File: src/rtl/pc_pkg.sv
`default_nettype none
// ------------------------------------------------------------------
//  pc_pkg
//  Shared sequencing opcodes, PC-stage states and ALU flag indices.
//  Rev 1.0
// ------------------------------------------------------------------
package pc_pkg;

    // Sequencing opcodes driven by the decoder
    typedef enum logic [2:0] {
        PC_NEXT = 3'd0,
        PC_JMP  = 3'd1,
        PC_BEQ  = 3'd2,
        PC_BNE  = 3'd3,
        PC_BCS  = 3'd4,
        PC_BMI  = 3'd5,
        PC_WAIT = 3'd6,
        PC_HALT = 3'd7
    } pc_op_t;

    // Sequencer states
    typedef enum logic [1:0] {
        S_RUN     = 2'd0,
        S_WAIT_HI = 2'd1,
        S_WAIT_LO = 2'd2,
        S_HALT    = 2'd3
    } pc_state_t;

    // Bit positions inside the {V,N,Z,C} flag vector
    localparam int FLAG_V = 3;
    localparam int FLAG_N = 2;
    localparam int FLAG_Z = 1;
    localparam int FLAG_C = 0;

endpackage
`default_nettype wire

File: src/rtl/sync2.sv
`default_nettype none
// ------------------------------------------------------------------
//  sync2
//  Two-flop synchronizer for slow asynchronous board inputs.
//  Rev 1.0
// ------------------------------------------------------------------
module sync2 (
    input  logic clk,
    input  logic n_reset,
    input  logic d,
    output logic q
);

    logic meta;

    // Shift the raw input through two flops to settle metastability
    always_ff @(posedge clk or negedge n_reset) begin
        if (!n_reset) begin
            meta <= 1'b0;
            q    <= 1'b0;
        end else begin
            meta <= d;
            q    <= meta;
        end
    end

endmodule
`default_nettype wire

File: src/rtl/pc_ctrl.sv
`default_nettype none
// ------------------------------------------------------------------
//  pc_ctrl
//  Program counter / sequencer: relative branches on latched flags,
//  WAIT-for-switch press/release handshake and HALT.
//  Rev 1.0
// ------------------------------------------------------------------
module pc_ctrl
    import pc_pkg::*;
#(
    parameter int Psize = 6
) (
    input  logic             clk,
    input  logic             n_reset,
    input  logic [2:0]       op,
    input  logic [Psize-1:0] offset,
    input  logic [3:0]       flags,
    input  logic             flags_we,
    input  logic             sw8,
    output logic [Psize-1:0] pc,
    output logic [3:0]       flags_q,
    output logic             stall,
    output logic             halted
);

    localparam logic [Psize-1:0] PC_ONE = {{(Psize-1){1'b0}}, 1'b1};

    pc_state_t state;
    pc_op_t    op_e;
    logic      sw8_s;
    logic      take;

    assign op_e = pc_op_t'(op);

    sync2 u_sync_sw8 (
        .clk     (clk),
        .n_reset (n_reset),
        .d       (sw8),
        .q       (sw8_s)
    );

    // Branch decision, always against the previously latched flags
    always_comb begin
        take = 1'b0;
        case (op_e)
            PC_JMP:  take = 1'b1;
            PC_BEQ:  take = flags_q[FLAG_Z];
            PC_BNE:  take = ~flags_q[FLAG_Z];
            PC_BCS:  take = flags_q[FLAG_C];
            PC_BMI:  take = flags_q[FLAG_N];
            default: take = 1'b0;
        endcase
    end

    // Sequencer FSM: pc, flag latch and state advance together
    always_ff @(posedge clk or negedge n_reset) begin
        if (!n_reset) begin
            state   <= S_RUN;
            pc      <= '0;
            flags_q <= '0;
        end else begin
            case (state)
                S_RUN: begin
                    if (flags_we) begin
                        flags_q <= flags;
                    end
                    case (op_e)
                        PC_WAIT: state <= S_WAIT_HI;
                        PC_HALT: state <= S_HALT;
                        // Offset is Psize wide, so the sum wraps naturally
                        default: pc <= take ? (pc + offset) : (pc + PC_ONE);
                    endcase
                end
                S_WAIT_HI: begin
                    if (sw8_s) begin
                        state <= S_WAIT_LO;
                    end
                end
                S_WAIT_LO: begin
                    if (!sw8_s) begin
                        state <= S_RUN;
                        pc    <= pc + PC_ONE;
                    end
                end
                default: begin
                    state <= S_HALT;
                end
            endcase
        end
    end

    assign stall  = (state != S_RUN);
    assign halted = (state == S_HALT);

endmodule
`default_nettype wire

File: config.mk
export PLATFORM = sky130hd
export DESIGN_NAME = pc_ctrl
export DESIGN_NICKNAME = d
export VERILOG_FILES = /design/src/rtl/pc_pkg.sv /design/src/rtl/sync2.sv /design/src/rtl/pc_ctrl.sv
export SDC_FILE = /design/constraint.sdc
export NUM_CORES = 1
export LEC_CHECK = 0
export CAP_MARGIN = 40
export CORE_ASPECT_RATIO = 1.1
export CORE_MARGIN = 2
export CORE_UTILIZATION = 40
export CTS_BUF_LIST = sky130_fd_sc_hd__clkbuf_8 sky130_fd_sc_hd__clkbuf_16
export DETAILED_ROUTE_END_ITERATION = 8
export PLACE_DENSITY_LB_ADDON = 0.2
export SYNTH_ARGS = -nofsm -noshare
export SYNTH_HDL_FRONTEND = slang
export SYNTH_HIERARCHICAL = 1
export SYNTH_SLANG_ARGS = --single-unit
export TNS_END_PERCENT = 50
File: constraint.sdc
create_clock -name clk -period 3.44 [get_ports clk]
set_clock_uncertainty 0.1 [all_clocks]
set_input_delay 0.516 -clock clk [delete_from_list [all_inputs] [get_ports clk]]
set_output_delay 0.516 -clock clk [all_outputs]
set_load 0.02 [all_outputs]
Yosys cells after proc, flatten, opt, wreduce, memory -nomap -nowiden
Index checks and enable logic that the tools add are counted.
- muxes and demuxes: 9
- bitwise gates (word level): 1
- reduce and logical (&&, ||, !) cells: 7
- equality and inequality tests: 14
- add/sub/neg operators: 2
- operator list (kind ; number):
    $mux 6 ; 3
    $eq 3x3->1 const B ; 4
    $pmux 6 s2 ; 1
    $add 6x1->6 const B ; 1
    $add 6x6->6 ; 1
    $eq 3x2->1 const B ; 2
    $pmux 2 s3 ; 1
    $reduce_and 3->1 ; 2
    $pmux 1 s5 ; 1
    $eq 2x2->1 const B ; 2
    $mux 2 ; 2
    $ne 2x2->1 const B ; 2
    $pmux 2 s2 ; 1
    $reduce_bool 2->1 ; 2
    $eq 3x1->1 const B ; 1
    $ne 3x1->1 const B ; 1
    $eq 2x1->1 const B ; 1
    $logic_not 2->1 ; 1
    $ne 2x1->1 const B ; 1
    $reduce_and 2->1 ; 1
    $reduce_or 2->1 ; 1
    $not 1->1 ; 1
- logic and storage cells: 38
- output and inout port bits: 12
- input port bits: 17
- bits in registers: 14

Logic depth before layout (Yosys ltp)
Gate-level depths: netlist of run 1.
- depth after elaboration: 5
- mapped depth: 8
- gate-level depth less buffers: 8

Modules after synthesis
The synthesis of run 1 kept the hierarchy.
- modules (own cells, without submodules) (module ; instances ; cells each ; area an instance (um2) ; seq. area each (um2)):
    pc_ctrl ; 1 ; 103 ; 983.4 ; 300.3
    sync2 ; 1 ; 2 ; 50.0 ; 50.0

Least setup slack after synthesis of run 1
No wires, ideal clock.
- path type: reg2reg
- from: reg pc[2]
- to: reg pc[5]
- required time: 3273 ps
- stages on the path, launching flop included: 7
- period minus slack after synthesis: 2044 ps
- data arrival time: 1877 ps
- setup time: 67 ps
- path slack: 1396 ps
- buffers on the path: 0
- cells stage by stage: dfrtp_1 > ha_1 > o21ai_1 > or4b_4 > o2111ai_2 > mux2_4 > nand3_2
- longest elaborated chain between the ends: 4
- elaborated cells between the ends (all ways): 6
- classes of those cells: 2 x add/sub; 4 x mux
- RTL lines (item ; RTL line ; RTL):
    from (decl) ; pc_ctrl.sv:20 ; output logic [Psize-1:0] pc,
    from (signal assigned) ; pc_ctrl.sv:71 ; default: pc <= take ? (pc + offset) : (pc + PC_ONE);
    from (signal assigned) ; pc_ctrl.sv:82 ; pc <= pc + PC_ONE;
    $add 6x1->6 or $add 6x6->6 (tied branches) ; pc_ctrl.sv:71, pc_ctrl.sv:82 ;
    $mux 6 ; pc_ctrl.sv:71 ;
    $mux 6 ; pc_ctrl.sv:67 ; case (op_e)
    $pmux 6 s2 (*) ; pc_ctrl.sv:62 ; case (state)
Every way passes the cells marked *; elsewhere a longest branch is shown, timed or not. The select of a mux whose other input is x is not followed.
A chain may end at the register's enable or synchronous reset.

Worst setup path after layout of run 1
- from: reg state[0]
- to: out stall
- longest elaborated chain between the ends: 1
- RTL lines (item ; RTL line ; RTL):
    from (decl) ; pc_ctrl.sv:28 ; pc_state_t state;
    from (signal assigned) ; pc_ctrl.sv:58 ; state <= S_RUN;
    from (signal assigned) ; pc_ctrl.sv:68 ; PC_WAIT: state <= S_WAIT_HI;
    from (signal assigned) ; pc_ctrl.sv:69 ; PC_HALT: state <= S_HALT;
    $reduce_bool 2->1 ; pc_ctrl.sv:92 ; assign stall = (state != S_RUN);
    to (decl) ; pc_ctrl.sv:22 ; output logic stall,
No other way between the ends.

==> run_results.csv, run 1 <==
group,metric,value,unit
synthesis,syn_area,1030,sq um
cells_and_area,finalNonFillerCells,168,
clock_network,hold_buffers,0,
clock_network,clk_pin_slew,60,ps
die,row_count,19,
synthesis,ys_types,37,
cells_and_area,nets,166,
clock_network,tritoncts,"done",
clock_network,clockBufferDepth,2,
worst_hold_path,hold_path_class,"flip-flop to flip-flop",
global_route,grt_max_degree,15,
pwr,seq_power_share,44.0,%
clock_network,clock_latency,250,ps
sta,setup_tns,0,ps
cells_and_area,diodes,0,
job,maxCapViolCount,0,
worst_setup_path,crit_type,"flip-flop to primary output",
pwr,p_int,295,uW
route,route.met2.wl,1.04,mm
sta,fin_crit_sh,67.1,%
cells_and_area,mostFrequentLayoutCells,"clkdlybuf4s50_1 (28), dfrtp_1 (14), ha_1 (10)",
worst_setup_path,r2r_cells,6,
cells_and_area,seq_area,350,sq um
route,drt_iter0_markers,7,
cells_and_area,final_common_cell,"clkdlybuf4s50_1",
worst_setup_path,end_kind,"primary output",
synthesis,yosys.area.top_type,"dfrtp_1",
clock_network,post_cts_buffers,0,
route,dr.pass1.iters,4,
place,io_buffers,28,
sta,max_freq,433,MHz
route,met3_length,63,microns
synthesis,synth_edf_count,0,
pwr,p_leak,0.631,nW
synthesis,synth_area_per_cell,9.84,sq um
pwr,p_comb_share,13.6,%
sta,hold_viol,0,
die,die_w,52.5,microns
global_route,grt_pass1_wl,3.79,mm
clock_network,htreeDepth,1,
synthesis,async_flop_share,100,%
pwr,peakVddDrop,0.259,mV
cells_and_area,fin_util,56.9,%
sta,layout_setup_ws,1130,ps
worst_setup_path,cp_max_fo,7,
sta,relSlewSlack,55.5,%
synthesis,synth_seq_cells,14,
synthesis,ys_warn_count,6,
synthesis,synth_top_area_share,33.9,%
route,num_vias,879,
sta,slew_violations,0,
clock_network,cts_made_buffers,3,
worst_hold_path,min_path_cells,0,
cells_and_area,multi_input_area,653,sq um
route,antenna_left,0,
global_route,track_usage,16.5,%
place,place_congestion,0.739,
route,drc,0,
pwr,swShare,22.0,%
sta,worst_slew_pin_slew,665,ps
cells_and_area,drive_above_1_share,11.7,%
synthesis,ys_seq_area_share,33.9,%
route,wl_per_cell,12.8,microns
route,top_layer_used,"met4",
pwr,p_clk_share,42.5,%
pwr,switchingPower,83.3,uW
global_route,antenna_found_initial,0,
synthesis,ys_top_cells_by_area,"dfrtp_1 (34%), ha_1 (12%), mux2_2 (4.4%)",
die,start_util,41.8,%
die,die_height,57.3,microns
die,io_pins,29,
sta,setup_viol,0,
synthesis,syn_inst,105,
place,dpl.hpwl,1.70,mm
global_route,grt_pass1_vias,916,
synthesis,synth_nets,133,
worst_setup_path,startpoint_type,"flip-flop",
cells_and_area,area_growth,36.2,%
worst_setup_path,crit_arrival,1690,ps
cells_and_area,fill_cells,231,
route,routed_wl,2.15,mm
die,coreArea,2470,sq um
clock_network,clockRootBuffer,"clkbuf_8",
sta,period_minus_slack,2310,ps
clock_network,post_cts_resized,0,
place,pre_cts_slack,891,ps
clock_network,cts_sinks,14,
worst_setup_path,critPathRequiredTime,2820,ps
status,status,"finished clean",
place,placedCellCount,164,
route,vias_per_cell,5.23,
sta,rsz0062_at_grt,"no",
global_route,grt_remaining_overflow,0,
route,wirelength_met1,1.01,mm
pwr,p_per_area,269,nW/um^2
synthesis,synth_ff_type,"dfrtp_1",
pwr,power,379,uW
die,die_area,3010,sq um
[flip-flops by register name, summed over array words and instances, names as in the netlist]
| name | count |
|---|---|
| state | 2 |
| pc | 6 |
| flags_q | 4 |
| u_sync_sw8/q | 1 |
| u_sync_sw8/meta | 1 |
[power by group through the flow]
stage	Sequential, mW	Clock (mW)	Combinational [mW]
3_3_place_gp	0.169	0	0.0506
5_1_grt	0.166	0.171	0.0570
6_report	0.166	0.161	0.0514
3_5_place_dp	0.169	0	0.0516
4_1_cts	0.166	0.166	0.0519
2_1_floorplan	0.169	0	0.0229
[metal layers]
layer	global-route usage [%]	vias to the layer above
met5	0	-
met4	6.59	0
met3	2.88	4
met2	26.1	17
met1	22.3	407
li1	-	451
[worst max-delay path, cell delays in order (launching register included)]
cell,delay [ps]
dfrtp_1,400
inv_1,80
ha_1,290
inv_1,80
clkdlybuf4s50_1,600
[per-stage QoR]
| step | hold WS [ps] | area [sq um] |
|---|---|---|
| after floorplan | 120 | 1030 |
| after global placement | 234 | 1350 |
| after detailed placement | 244 | 1350 |
| after CTS | 258 | 1410 |
| after global routing | 265 | 1410 |
| final | 254 | 1410 |
[cell usage after synthesis (2+ instances only)]
master / count
a21oi_1: 8
nand3_1: 4
ha_1: 10
o21ai_1: 2
nand2_1: 7
o211a_2: 2
xnor2_1: 3
inv_1: 8
a31oi_1: 3
mux2i_1: 4
mux2_2: 4
nand4_1: 2
nor2_1: 9
dfrtp_1: 14
a21o_1: 2
o211ai_1: 2
[cell type report]
cell class	count	share of cell area, %
inverters	8	2.13
well taps	31	2.76
multi-input cells	83	46.4
repair buffers	28	19.9
flip-flops and latches	14	24.9
clock buffers	4	3.91
[kinds of logic after synthesis]
kind of cell	Yosys count	share of synthesized area, %
adder cells (fa/ha/maj)	11	14.0
multiplexers	9	9.68
XOR/XNOR	4	3.39
buffers and inverters	8	2.91
AND/OR/NAND/NOR	31	16.5
AO/OA/AOI/OAI	28	19.6
flip-flops	14	33.9
[worst paths after layout]
check / from / end / slack [ps]
max: state[0]$_DFFE_PN0P_ / stall / 1130
max reg2reg: pc[2]$_DFFE_PN0P_ / pc[5]$_DFFE_PN0P_ / 1370
max in group asynchronous: n_reset / state[0]$_DFFE_PN0P_ / 2240
min reg2reg: u_sync_sw8/meta$_DFF_PN0_ / u_sync_sw8/q$_DFF_PN0_ / 250
min: u_sync_sw8/meta$_DFF_PN0_ / u_sync_sw8/q$_DFF_PN0_ / 250
min in group asynchronous: n_reset / pc[4]$_DFFE_PN0P_ / 580
No activity file was read; power rests on OpenSTA's default activity.
==> run 2: changes to the inputs <==
- clock period: 3.44 -> 2.4 ns (I/O delays scaled with it)
==> run_results.csv, run 2 (synthesis gave the netlist of run 1 again) <==
group,metric,value,unit
status,status,"finished clean",
pwr,seq_power_share,43.9,%
route,vias_per_cell,5.25,
pwr,p_comb_share,13.7,%
route,num_vias,892,
clock_network,cts_made_buffers,3,
global_route,grt_pass1_vias,872,
place,placedCellCount,166,
sta,fin_crit_sh,89.8,%
die,die_height,57.3,microns
pwr,p_clk_share,42.4,%
worst_setup_path,critPathSlowestCell,"clkdlybuf4s50_1",
sta,max_freq,464,MHz
cells_and_area,nets,168,
worst_hold_path,min_path_cells,0,
pwr,switchingPower,120,uW
worst_setup_path,crit_arrival,1700,ps
cells_and_area,fill_cells,232,
route,drt_iter0_markers,13,
cells_and_area,mostFrequentLayoutCells,"clkdlybuf4s50_1 (28), dfrtp_1 (14), ha_1 (10)",
worst_setup_path,cp.depth,4,
worst_setup_path,cp_max_fo,7,
worst_setup_path,end_kind,"primary output",
die,die_w,52.5,microns
clock_network,clockRootBuffer,"clkbuf_8",
clock_network,clockBufferDepth,2,
place,place_congestion,0.751,
route,wl_per_cell,12.9,microns
global_route,grt_pass1_wl,3.59,mm
clock_network,htreeDepth,1,
place,pre_cts_slack,-2.35,ps
route,drc,0,
clock_network,post_cts_resized,0,
worst_setup_path,r2r_cells,6,
cells_and_area,top_regs,"pc: 6 flops, flags_q: 4 flops, state: 2 flops",
sta,rsz0062_at_grt,"no",
sta,hold_ws,255,ps
worst_setup_path,crit_top_cell,"inv_1",
clock_network,clock_latency,250,ps
cells_and_area,finalNonFillerCells,170,
die,coreArea,2470,sq um
sta,relSlewSlack,55.6,%
clock_network,cts_sinks,14,
pwr,p_per_area,382,nW/um^2
worst_hold_path,worstHoldStart,"u_sync_sw8/meta$_DFF_PN0_",
sta,hold_viol,0,
sta,layout_setup_ws,244,ps
cells_and_area,largest-register,"pc",
cells_and_area,seq_area,350,sq um
clock_network,clk_pin_slew,60,ps
cells_and_area,diodes,0,
worst_setup_path,startpoint_type,"flip-flop",
worst_setup_path,critPathRequiredTime,1940,ps
cells_and_area,largest_reg_flops,6,
route,dr.pass1.iters,4,
route,antenna_left,0,
global_route,track_usage,15.5,%
worst_setup_path,crit_type,"flip-flop to primary output",
global_route,antenna_found_initial,0,
cells_and_area,fin_util,57.5,%
die,die_area,3010,sq um
die,start_util,41.8,%
worst_setup_path,crit_chain,"inv_1, ha_1, inv_1, clkdlybuf4s50_1",
cells_and_area,area_growth,37.7,%
global_route,grt_max_degree,15,
sta,worst_slew_pin_slew,664,ps
place,io_buffers,28,
cells_and_area,drive_above_1_share,12.9,%
sta,setup_viol,0,
place,placed_area,1370,sq um
global_route,grt_remaining_overflow,0,
clock_network,hold_buffers,0,
worst_setup_path,crit_family,"buffers and inverters",
worst_setup_path,cp_slowest_stage_delay,590,ps
route,routed_wl,2.20,mm
sta,period_minus_slack,2160,ps
pwr,p_int,424,uW
pwr,swShare,22.0,%
die,row_count,19,
worst_setup_path,r2r-start,"pc[1]$_DFFE_PN0P_",
pwr,p_leak,0.640,nW
cells_and_area,final_common_cell,"clkdlybuf4s50_1",
worst_hold_path,hold_path_class,"flip-flop to flip-flop",
die,io_pins,29,
cells_and_area,multi_input_area,653,sq um
cells_and_area,finalInstanceArea,1420,sq um
clock_network,post_cts_buffers,0,
worst_setup_path,startpoint,"state[0]$_DFFE_PN0P_",
place,dpl.hpwl,1.75,mm
sta,slew_violations,0,
pwr,peakVddDrop,0.459,mV
clock_network,tritoncts,"done",
job,maxCapViolCount,0,
worst_setup_path,cp.buffers_inverters,3,
## run 2: metal layers
layer  routed length, microns  GRT usage (%)  vias up
met5                        0              0        -
met4                       25           4.40        0
met3                       58           2.62        2
met2                     1110           26.6       17
met1                     1010           20.0      422
li1                         -              -      451
## run 2: final cells by class
cell class,instances,area share (%)
flip-flops and latches,14,24.6
well taps,31,2.73
inverters,8,2.11
multi-input cells,83,45.9
repair buffers,30,20.8
clock buffers,4,3.87
## run 2: worst paths after layout
kind                            slack [ps]                endpoint
worst max register to register         330       pc[5]$_DFFE_PN0P_
max in group asynchronous             1350       pc[3]$_DFFE_PN0P_
min in group asynchronous              420  u_sync_sw8/q$_DFF_PN0_
worst max-delay path                   240                   stall
worst min-delay path                   260  u_sync_sw8/q$_DFF_PN0_
worst min register to register         260  u_sync_sw8/q$_DFF_PN0_
## run 2: power groups by stage
stage / clock (mW) / sequential (mW) / combinational (mW)
final: 0.231 / 0.239 / 0.0744
after global routing: 0.247 / 0.239 / 0.0816
after CTS: 0.237 / 0.239 / 0.0751
after detailed placement: 0 / 0.243 / 0.0746
after global placement: 0 / 0.243 / 0.0732
after floorplan: 0 / 0.243 / 0.0328
## run 2: per-stage QoR
stage / TNS (ps) / power [mW]
6_report: 0 / 0.544
5_1_grt: 0 / 0.567
4_1_cts: 0 / 0.551
3_5_place_dp: -2.35 / 0.318
3_3_place_gp: 0 / 0.316
2_1_floorplan: 0 / 0.276
